### src/rtl/alu_pkg.sv
// Shared definitions for the ALU command sequencer: op codes, ALU state
// encodings, sequencer FSM states and the queued command record.
package alu_pkg;

    localparam int unsigned OP_W   = 2;
    localparam int unsigned DATA_W = 8;
    localparam int unsigned RES_W  = 16;

    typedef enum logic [1:0] {
        OP_ADD = 2'b00,
        OP_SUB = 2'b01,
        OP_MUL = 2'b10,
        OP_DIV = 2'b11
    } op_e;

    typedef enum logic [2:0] {
        ST_IDLE = 3'b000,
        ST_ADD  = 3'b001,
        ST_SUB  = 3'b010,
        ST_MUL  = 3'b011,
        ST_DIV  = 3'b100,
        ST_OUT  = 3'b101
    } alu_state_e;

    typedef enum logic [1:0] {
        S_IDLE,
        S_ISSUE,
        S_WAIT,
        S_RESP
    } seq_state_e;

    // One queued command: op + two signed operands, 18 bits total.
    typedef struct packed {
        logic [OP_W-1:0]   op;
        logic [DATA_W-1:0] a;
        logic [DATA_W-1:0] b;
    } cmd_t;

endpackage

### src/rtl/alu_cmd_fifo.sv
// Synchronous command FIFO (op+a+b) with full/empty flags. The full flag is
// derived from registered pointers only, so a pop never frees space for a
// push in the same cycle.
module alu_cmd_fifo
    import alu_pkg::*;
#(
    parameter int unsigned DEPTH = 4
) (
    input  logic clk,
    input  logic rst,
    input  logic push_i,
    input  logic pop_i,
    input  cmd_t wdata_i,
    output cmd_t rdata_o,
    output logic full_o,
    output logic empty_o
);

    localparam int unsigned AW = $clog2(DEPTH);

    cmd_t        mem_q [DEPTH];
    logic [AW:0] wr_ptr_q, wr_ptr_d;
    logic [AW:0] rd_ptr_q, rd_ptr_d;
    logic        do_push, do_pop;

    assign full_o  = (wr_ptr_q[AW] != rd_ptr_q[AW]) &&
                     (wr_ptr_q[AW-1:0] == rd_ptr_q[AW-1:0]);
    assign empty_o = (wr_ptr_q == rd_ptr_q);
    assign do_push = push_i && !full_o;
    assign do_pop  = pop_i && !empty_o;
    assign rdata_o = mem_q[rd_ptr_q[AW-1:0]];

    // Pointer advance on accepted push/pop.
    always_comb begin
        wr_ptr_d = wr_ptr_q;
        rd_ptr_d = rd_ptr_q;
        if (do_push) wr_ptr_d = wr_ptr_q + 1'b1;
        if (do_pop)  rd_ptr_d = rd_ptr_q + 1'b1;
    end

    // Pointer registers; reset empties the queue.
    always_ff @(posedge clk or negedge rst) begin
        if (!rst) begin
            wr_ptr_q <= '0;
            rd_ptr_q <= '0;
        end else begin
            wr_ptr_q <= wr_ptr_d;
            rd_ptr_q <= rd_ptr_d;
        end
    end

    // Storage write; contents are don't-care until pointed at.
    always_ff @(posedge clk) begin
        if (do_push) mem_q[wr_ptr_q[AW-1:0]] <= wdata_i;
    end

endmodule

### src/rtl/alu_sequencer.sv
// Command-side initiator for the ALU: queues commands, issues one at a time,
// captures the result on the first WAIT cycle the ALU is back in IDLE, and
// returns it over a valid/ready result port.
// Optional watchdog on the WAIT state: define ALU_SEQ_TIMEOUT_EN.
module alu_sequencer
    import alu_pkg::*;
#(
    parameter int unsigned CMD_DEPTH      = 4,
    parameter int unsigned TIMEOUT_CYCLES = 64
) (
    input  logic        clk,
    input  logic        rst,
    input  logic        cmd_valid,
    output logic        cmd_ready,
    input  logic [1:0]  cmd_op,
    input  logic [7:0]  cmd_a,
    input  logic [7:0]  cmd_b,
    output logic        res_valid,
    input  logic        res_ready,
    output logic [15:0] res_data,
    output logic [1:0]  res_op,
    output logic        res_err,
    output logic        alu_start,
    output logic [1:0]  alu_op,
    output logic [7:0]  alu_a,
    output logic [7:0]  alu_b,
    input  logic [15:0] alu_result,
    input  logic [2:0]  alu_state
);

    cmd_t        fifo_wdata, fifo_rdata;
    logic        fifo_full, fifo_empty, fifo_pop;

    seq_state_e  state_q, state_d;
    logic [1:0]  alu_op_q, alu_op_d;
    logic [7:0]  alu_a_q, alu_a_d;
    logic [7:0]  alu_b_q, alu_b_d;
    logic        res_valid_q, res_valid_d;
    logic [15:0] res_data_q, res_data_d;
    logic [1:0]  res_op_q, res_op_d;
    logic        alu_idle;

    assign fifo_wdata = '{op: cmd_op, a: cmd_a, b: cmd_b};
    assign cmd_ready  = !fifo_full;
    assign alu_idle   = (alu_state == ST_IDLE);

    alu_cmd_fifo #(.DEPTH(CMD_DEPTH)) u_fifo (
        .clk     (clk),
        .rst     (rst),
        .push_i  (cmd_valid),
        .pop_i   (fifo_pop),
        .wdata_i (fifo_wdata),
        .rdata_o (fifo_rdata),
        .full_o  (fifo_full),
        .empty_o (fifo_empty)
    );

`ifdef ALU_SEQ_TIMEOUT_EN
    localparam int unsigned WD_W = $clog2(TIMEOUT_CYCLES + 1);
    logic [WD_W-1:0] wd_q, wd_d;
    logic            res_err_q, res_err_d;
    logic            wd_expire;
    assign wd_expire = (wd_q == WD_W'(TIMEOUT_CYCLES - 1));
`endif

    // Next-state, operand load and result capture.
    always_comb begin
        state_d     = state_q;
        alu_op_d    = alu_op_q;
        alu_a_d     = alu_a_q;
        alu_b_d     = alu_b_q;
        res_valid_d = res_valid_q;
        res_data_d  = res_data_q;
        res_op_d    = res_op_q;
        fifo_pop    = 1'b0;
`ifdef ALU_SEQ_TIMEOUT_EN
        wd_d        = '0;
        res_err_d   = res_err_q;
`endif
        case (state_q)
            S_IDLE: begin
                if (!fifo_empty && alu_idle) begin
                    fifo_pop = 1'b1;
                    alu_op_d = fifo_rdata.op;
                    alu_a_d  = fifo_rdata.a;
                    alu_b_d  = fifo_rdata.b;
                    state_d  = S_ISSUE;
                end
            end
            S_ISSUE: state_d = S_WAIT;
            S_WAIT: begin
                if (alu_idle) begin
                    res_data_d  = alu_result;
                    res_op_d    = alu_op_q;
                    res_valid_d = 1'b1;
`ifdef ALU_SEQ_TIMEOUT_EN
                    res_err_d   = 1'b0;
`endif
                    state_d     = S_RESP;
                end
`ifdef ALU_SEQ_TIMEOUT_EN
                else if (wd_expire) begin
                    res_data_d  = '0;
                    res_op_d    = alu_op_q;
                    res_valid_d = 1'b1;
                    res_err_d   = 1'b1;
                    state_d     = S_RESP;
                end else begin
                    wd_d = wd_q + 1'b1;
                end
`endif
            end
            S_RESP: begin
                if (res_ready) begin
                    res_valid_d = 1'b0;
                    state_d     = S_IDLE;
                end
            end
            default: state_d = S_IDLE;
        endcase
    end

    // FSM, operand and result registers.
    always_ff @(posedge clk or negedge rst) begin
        if (!rst) begin
            state_q     <= S_IDLE;
            alu_op_q    <= '0;
            alu_a_q     <= '0;
            alu_b_q     <= '0;
            res_valid_q <= 1'b0;
            res_data_q  <= '0;
            res_op_q    <= '0;
        end else begin
            state_q     <= state_d;
            alu_op_q    <= alu_op_d;
            alu_a_q     <= alu_a_d;
            alu_b_q     <= alu_b_d;
            res_valid_q <= res_valid_d;
            res_data_q  <= res_data_d;
            res_op_q    <= res_op_d;
        end
    end

`ifdef ALU_SEQ_TIMEOUT_EN
    // Watchdog counter and error flag.
    always_ff @(posedge clk or negedge rst) begin
        if (!rst) begin
            wd_q      <= '0;
            res_err_q <= 1'b0;
        end else begin
            wd_q      <= wd_d;
            res_err_q <= res_err_d;
        end
    end
    assign res_err = res_err_q;
`else
    assign res_err = 1'b0;
`endif

    assign alu_start = (state_q == S_ISSUE);
    assign alu_op    = alu_op_q;
    assign alu_a     = alu_a_q;
    assign alu_b     = alu_b_q;
    assign res_valid = res_valid_q;
    assign res_data  = res_data_q;
    assign res_op    = res_op_q;

endmodule

### config.mk
export PLATFORM = sky130hd
export DESIGN_NAME = alu_sequencer
export DESIGN_NICKNAME = d
export VERILOG_FILES = /design/src/rtl/alu_pkg.sv /design/src/rtl/alu_cmd_fifo.sv /design/src/rtl/alu_sequencer.sv
export SDC_FILE = /design/constraint.sdc
export NUM_CORES = 1
export LEC_CHECK = 0
export CORE_ASPECT_RATIO = 1.2
export CORE_UTILIZATION = 30
export DETAILED_ROUTE_END_ITERATION = 8
export HOLD_SLACK_MARGIN = 0.02
export SETUP_SLACK_MARGIN = 0.5
export SLEW_MARGIN = 15
export SYNTH_ARGS = -nofsm -noshare
export SYNTH_HDL_FRONTEND = slang
export SYNTH_SLANG_ARGS = --single-unit
### constraint.sdc
create_clock -name clk -period 2.13 [get_ports clk]
set_input_delay 0.3195 -clock clk [delete_from_list [all_inputs] [get_ports clk]]
set_output_delay 0.3195 -clock clk [all_outputs]
set_load 0.01 [all_outputs]
==> summary.md, run 1 <==
Most area-hungry cell type in the Yosys netlist: sky130_fd_sc_hd__edfxtp_1. For the data required time of the worst path, the log shows 1.81 ns. The arithmetic-cell share of the synthesized area counting full adders, half adders and majority gates was 0.02417. Number of max-slew violations in the final report: 0. The tools report the row count as 49. The footprint of the flip-flops and latches came out at 0.003291 sq mm. The estimated wirelength of the detail-placed design came out at 5576 um. The hold violation count in the final report was 0; the final instance area was 0.006464 sq mm. After technology mapping, the gate count stands at 229. In the routed design, unresolved DRC markers number 0.

The critical path in this run is classified as register to output pin. The tools report the number of buffers inserted during clock tree synthesis as 17. The worst setup path is captured at an output pin. The slew at the pin closest to its max-slew limit came out at 0.5499 ns. Summed over all layers, the global routing overflow is 0.

The share of the yosys chip area belonging to registers came out at 0.7059. The mux contribution to synthesized area is 0.2039. The routed layout has 2,398 vias. For the final worst-path setup slack, the log shows 0.4267 ns. The proportion of layout cells with a drive suffix above 1 is 0.3064. The total of flip-flops plus latches after synthesis is 117, and the post-synthesis compound-gate area fraction is 0.006715. The standard cell core area is 0.01508 sq mm.

The number of H-tree levels was 4. IR analysis of the VDD net gives a maximum drop of 0.6084 mV. For this block, the initial DRC count from the detailed router was 98. The timing-limited maximum frequency was 0.5871 GHz. After clock tree synthesis, the clock-pin slew on the worst setup and hold paths is 0.05 ns. The initial antenna violation count came out at 0.

The filler cells instantiated in the layout total 1,380. Counting every net in the synthesized netlist gives 279. The cell area that synthesis handed to floorplanning was 0.004658 sq mm. The die width was 115.8 um; the net count of the finished layout was 383. During I/O placement, the number of pins put on the boundary was 81. The run finished with clean final reports. Power spread over the standard cell area amounts to 1407 mW/mm^2. By area the synthesized netlist is led by sky130_fd_sc_hd__edfxtp_1 (46%), sky130_fd_sc_hd__dfrtp_1 (24%), sky130_fd_sc_hd__mux2_4 (6.1%). For the multi-input combinational cell area, the log shows 0.001308 sq mm. The overall track demand over capacity in global routing is 0.1175. The clock reaches the later pin of the worst-skew pair after 0.40 ns. In this run, distinct cell masters in the synthesized netlist total 30.

In this run the worst path has a maximum fanout of 6. In the final routed layout, each cell accounts on average for 15.73 um. The part of the cycle the worst path needs works out to 0.7997. The main combinational cell family by area after synthesis was multiplexers. On the final layout, the worst clock skew is 0.005306 ns. The congestion estimate from routability-driven global placement came to 0.6956.

The average instance area after synthesis is 20.34 sq um, and the starting density of the core is 0.3089. In this run the clock root is driven by a sky130_fd_sc_hd__clkbuf_16. The repair_antennas step left the layout with diodes totalling 0. In this run the tool buffered the top-level ports with 79 buffer cells.

The top cell types in the final layout, fill and taps aside, are sky130_fd_sc_hd__edfxtp_1 (72), sky130_fd_sc_hd__dfrtp_1 (43), sky130_fd_sc_hd__clkdlybuf4s50_1 (40). For the final routed database, the setup TNS stands at 0 ns. In this run the deepest clock path goes through 2 buffers. The shortest period the worst path allows was 1.703 ns. The detailed-route wire length was 8653 um; the xor and xnor area share after synthesis was 0.01316.

Data on the critical path arrives at its endpoint at 1.38 ns. The first global-routing pass estimated 13,770 um of wire. The count of nets left with antenna violations once routing finished came out at 0. The die is 138.5 um tall.

Setup repair after global routing could not meet its margin everywhere. TritonCTS built the clock tree. The area fraction of the dominant cell type after synthesis is 0.4641.

The tools report the cell area after placement as 0.005748 sq mm. Max-cap violations in this run came to 0. For the length of the first detailed-routing pass in iterations, the log shows 4.

In this run the static leakage power is 0.002683 uW. The worst hold-check path type was input port to asynchronous set/reset pin. Setup violations remaining at the end of the flow were counted as 0. For this run, the number of Yosys warnings is 0. The area growth from synthesis to layout is 38.76%.

The area fraction in and, or, nand and nor cells after synthesis is 0.02283. Number of global-route vias before repair: 2,618. The library cell used most frequently in the layout, excluding fill and tap cells, is sky130_fd_sc_hd__edfxtp_1. The worst slew slack as a fraction of its limit was 0.6334. The tools report the clock net sink count as 117.

The floorplan step defined a die boundary enclosing 0.01603 sq mm. After detailed routing, the number of vias per cell comes to 4.360. STA classifies the critical path startpoint as a register.

The tools report the largest net degree at the start of global routing as 24. For the worst setup timing slack at the placement stage, the log shows 0.2300 ns.
==> cell type report <==
cell class	instances	area share
clock buffers	25	0.08169
clock inverters	7	0.009679
inverters	5	0.002904
multi-input cells	98	0.2023
flip-flops and latches	117	0.5091
well taps	204	0.03949
repair buffers	94	0.1549
==> stage by stage <==
stage	cells	hold slack [ns]	utilization	total power, uW
3_5_place_dp	512	0.3467	0.3811	6460
4_1_cts	547	0.4645	0.4220	9204
2_1_floorplan	229	0.02391	-	5178
5_1_grt	550	0.4862	0.4286	9602
6_report	550	0.4511	0.4286	9096
3_3_place_gp	512	0.3410	0.3811	6377
==> cell families after synthesis <==
family          Yosys count
other cells               1
flops                   117
simple gates             19
mux                      57
fa+ha+maj                 9
xor+xnor                  7
buf+inv                  14
compound gates            5
==> registers in the layout, summed over array words and instances, names as in the netlist <==
signal / flops
u_fifo.mem_q: 72
res_data: 16
alu_a: 8
alu_b: 8
u_fifo.rd_ptr_q: 3
u_fifo.wr_ptr_q: 3
alu_op: 2
res_op: 2
state_q: 2
res_valid: 1
==> where the power goes <==
group,internal (uW),switching (uW)
Clock,1830,931
Sequential,3190,338
Combinational,1620,1190
Total,6640,2460
==> path summary, 6_finish.rpt <==
check / start / end / slack, ns / cells after the start
max: u_fifo.wr_ptr_q[1]$_DFFE_PN0P_ / cmd_ready / 0.43 / 3
min: rst / res_data[7]$_DFFE_PN0P_ / 0.45 / 2
max reg2reg: u_fifo.wr_ptr_q[2]$_DFFE_PN0P_ / u_fifo.mem_q[3][2]$_DFFE_PP_ / 0.48 / 4
min reg2reg: res_data[10]$_DFFE_PN0P_ / res_data[10]$_DFFE_PN0P_ / 0.50 / 1
max in group asynchronous: rst / u_fifo.wr_ptr_q[1]$_DFFE_PN0P_ / 1.14 / 3
min in group clk: res_data[10]$_DFFE_PN0P_ / res_data[10]$_DFFE_PN0P_ / 0.50 / 1
==> Yosys cell counts, drive strengths merged <==
| master | instances |
|---|---|
| inv | 5 |
| mux2 | 39 |
| or3 | 1 |
| nand3b | 1 |
| and3 | 5 |
| nor2b | 1 |
| mux4 | 18 |
| conb | 1 |
| edfxtp | 72 |
| nand3 | 1 |
| ha | 9 |
| dfrtp | 45 |
| nor3 | 2 |
| buf | 9 |
| a21oi | 2 |
| nand2 | 4 |
| o211ai | 1 |
| nor2 | 2 |
| o2bb2ai | 1 |
| xor2 | 3 |
| and2 | 1 |
| o21ai | 1 |
| nand4 | 1 |
| xnor2 | 4 |
==> timing repair <==
item / CTS / global route
buffers inserted: 2 / 2
endpoints found under the hold margin: 22 / 0
gates cloned: 0 / 1
endpoints found under the setup margin: 87 / 104
resized for setup: 30 / 24
pin swaps: 2 / 3
hold buffers: 1 / 0
==> critical path, stage by stage (launching register included) <==
cell and delay, ns:
sky130_fd_sc_hd__dfrtp_2 0.45, sky130_fd_sc_hd__xnor2_2 0.20, sky130_fd_sc_hd__nand3_2 0.15, sky130_fd_sc_hd__buf_2 0.19
==> layer usage <==
metal  global-route usage  part of all wire
met3              0.04165             0.058
met1               0.1376              0.42
met2               0.1960              0.51
met5                    0                 0
met4              0.04453             0.013
(Power assumes the default switching activity.)
==> run 2: changes to the inputs <==
==> constraint.sdc (replaced) <==
create_clock -name clk -period 1.7 [get_ports clk]
set_input_delay 0.255 -clock clk [delete_from_list [all_inputs] [get_ports clk]]
set_output_delay 0.255 -clock clk [all_outputs]
set_load 0.01 [all_outputs]
==> run 2 against run 1 <==
  * Count of clock-buffer cells in the layout decreased by 4
  * Worst setup slack got worse by 0.36 ns
  * Clock power increased by 38%
  * Non-clock buffer count grew 39
  * Clock skew is 0.0027 ns higher
  * Die area did not move
  * Cell count up 7.6%
  * Utilization rose by 3.4 points
  * Sequential cell count unchanged
  * Largest cell class unchanged
==> summary.md, run 2 (synthesis gave the netlist of run 1 again) <==
The critical path is of the register to register type. Entering global routing, the biggest net connects 21 pins. The routed layout has 2,581 vias. Element type at the critical path start: a register. Clock tree synthesis inserted a total of 17 buffers. The clock reaches the later pin of the worst-skew pair after 0.41 ns. In this run the worst path has a maximum fanout of 8. For the portion of total power attributed to the clock network, the log shows 0.296. For the number of global-route vias before repair, the log shows 2,749. The wire length of the first global-routing pass is 14,700 um, and the length in cells of the worst reg-to-reg path is 5.

The arrival time at the worst endpoint came out at 1.92 ns. Endpoint of the worst register-to-register path: alu_b[6]$_DFFE_PN0P_. The register with the most flip-flops in the layout has 72 of them. The net count of the finished layout is 425.

The tools report the initial antenna violation count as 0. After detailed routing, the total wire length is 9665 um. The tools report the internal power component as 9379 uW.

The die covers 0.01603 sq mm. In the layout the commonest cells are sky130_fd_sc_hd__edfxtp_1 (72), sky130_fd_sc_hd__dfrtp_1 (44), sky130_fd_sc_hd__clkdlybuf4s50_1 (39). Proportion of layout cells with a drive suffix above 1: 0.5077. For the leakage power total, the log shows 0.002800 uW. Across the run, the number of max-cap violations was 0. The hold violation count in the final report was 0; the post-detailed-route via-to-cell ratio was 4.360.

The worst path needs 1.629 ns of the cycle, external delays included. The clock net sink count was 117. Static timing analysis puts the maximum clock frequency at 0.6139 GHz.

The vertical die dimension was 138.5 um; the net switching component of the power was 3509 uW. Count of buffers from port buffering: 79. The library cell used most frequently in the layout, excluding fill and tap cells, is sky130_fd_sc_hd__edfxtp_1. The tools report the overall track demand over capacity in global routing as 0.1278.

The tightest hold path in the finished design has a slack of 0.3365 ns. The part of the cycle the worst path needs came out at 0.9582. The wire length per cell after detailed routing was 16.33 um. The number of DRC violations after detailed-routing iteration 0 is 95, and the number of H-tree levels is 4. The tools report the sequential cell fraction of total power as 0.344. The tools report the master cell of the clock root buffer as sky130_fd_sc_hd__clkbuf_16. The total I/O pin count is 81, and the remaining antenna violation count is 0. The tools report the combinational share of power as 0.360. TritonCTS built the clock tree. The worst register-to-register path begins at u_fifo.rd_ptr_q[2]$_DFFE_PN0P_.

Number of max-slew violations in the final report: 0. The first detailed-routing pass ran for 4 iterations. Routability-driven placement finished with a final weighted congestion of 0.6836. The estimated wirelength of the detail-placed design was 5834 um. Setup violations remaining at the end of the flow were counted as 0. After clock tree synthesis, the clock-pin slew on the worst setup and hold paths is 0.05 ns. The clock passes through at most 2 buffers.

The logs give 0.7782 mV for the worst ir drop on vdd and 0 for the number of antenna diodes. The flow ran to the end, and the final reports show no timing, DRC or antenna violations. Measured along the x axis, the die boundary spans 115.8 um. The cell area after placement was 0.005876 sq mm; the starting density of the core was 0.3089. The worst hold path belongs to the class input port to asynchronous set/reset pin.

Setup repair after global routing could not meet its margin everywhere. The total grt overflow was 0; the data required time of the worst path was 1.99 ns. The run gives 0.007957 ns as the final setup skew.

In this run the power density over the cells is 1846 mW/mm^2. Kind of end point of the critical path: a register. The tools report the share of the core filled with cells as 0.4630. The setup slack of the most critical reg-to-reg path is 0.07 ns.

Row generation in the floorplan step produced 49 rows. The layout-stage area growth over the synthesis result is 49.91%. The total DRC errors in the routed layout is 0, and the switching part of the total power is 0.2723. The final instance area was 0.006983 sq mm; the standard cell core area was 0.01508 sq mm.
## run 2: layout make-up
type                       instances  area, sq um
sequential                       117         3289
fill                            1360         8099
clock buffer                      21        470.5
clock inverter                    11        173.9
multi-input combinational        101         1479
tap                              204        255.2
timing repair buffer             133         1296
inverter                           5        18.77
## run 2: power groups by stage
stage	logic (uW)	registers, uW	clock network, uW
floorplan	2110	4590	0
global placement	3850	4440	0
detailed placement	3900	4470	0
CTS	4220	4420	3910
global route	5010	4520	4020
finish	4640	4430	3810
## run 2: worst max-delay path by stage
| stage | from | endpoint | slack [ns] | cells after the start |
|---|---|---|---|---|
| final | u_fifo.rd_ptr_q[2]$_DFFE_PN0P_ | alu_b[6]$_DFFE_PN0P_ | 0.07 | 5 |
| after global routing | u_fifo.rd_ptr_q[2]$_DFFE_PN0P_ | alu_b[2]$_DFFE_PN0P_ | 0.02 | 5 |
| after CTS | u_fifo.rd_ptr_q[2]$_DFFE_PN0P_ | alu_b[6]$_DFFE_PN0P_ | 0.09 | 5 |
| after detailed placement | alu_state[1] | alu_b[6]$_DFFE_PN0P_ | -0.17 | 6 |
| after global placement | alu_state[1] | alu_b[3]$_DFFE_PN0P_ | -0.15 | 6 |
| after floorplan | u_fifo.rd_ptr_q[0]$_DFFE_PN0P_ | alu_a[0]$_DFFE_PN0P_ | 0.16 | 4 |
## run 2: stage by stage
stage / setup TNS (ns) / worst slack (ns) / total power [uW] / std cells
after floorplan: 0 / 0.1557 / 6700 / 229
after global placement: -4.545 / -0.1538 / 8290 / 517
after detailed placement: -4.977 / -0.1720 / 8368 / 517
after CTS: 0 / 0.08689 / 12550 / 579
after global routing: 0 / 0.01845 / 13550 / 592
final: 0 / 0.07110 / 12890 / 592
## run 2: per-layer routing
layer	GRT usage	vias to the layer above	routed length, um
li1	-	1185	-
met1	0.1468	1303	4028
met2	0.2115	77	4935
met3	0.03989	16	515
met4	0.06680	0	186
met5	0	-	0
## run 2: critical path, stage by stage, from the launching register on
cell,delay (ns)
sky130_fd_sc_hd__dfrtp_1,0.41
sky130_fd_sc_hd__xor2_2,0.20
sky130_fd_sc_hd__nand3b_1,0.21
sky130_fd_sc_hd__and3_4,0.25
sky130_fd_sc_hd__buf_12,0.15
sky130_fd_sc_hd__mux2_4,0.29
## run 2: what timing repair did
action,4_1_cts,5_1_grt
pin swaps,10,11
hold endpoints to repair,15,0
setup buffers,25,11
hold buffers,1,0
setup endpoints to repair,155,150
resized for setup,182,20
gates cloned,4,2
==> run 3: changes to the inputs <==
--- a/config.mk
+++ b/config.mk
@@ -8,9 +8,10 @@
 export CORE_ASPECT_RATIO = 1.2
 export CORE_UTILIZATION = 30
 export DETAILED_ROUTE_END_ITERATION = 8
+export GPL_ROUTABILITY_DRIVEN = 0
 export HOLD_SLACK_MARGIN = 0.02
 export SETUP_SLACK_MARGIN = 0.5
-export SLEW_MARGIN = 15
+export SLEW_MARGIN = 10
 export SYNTH_ARGS = -nofsm -noshare
 export SYNTH_HDL_FRONTEND = slang
 export SYNTH_SLANG_ARGS = --single-unit
==> results of run 3 <==
The final DEF is identical to that of run 2; final timing and power are the same.
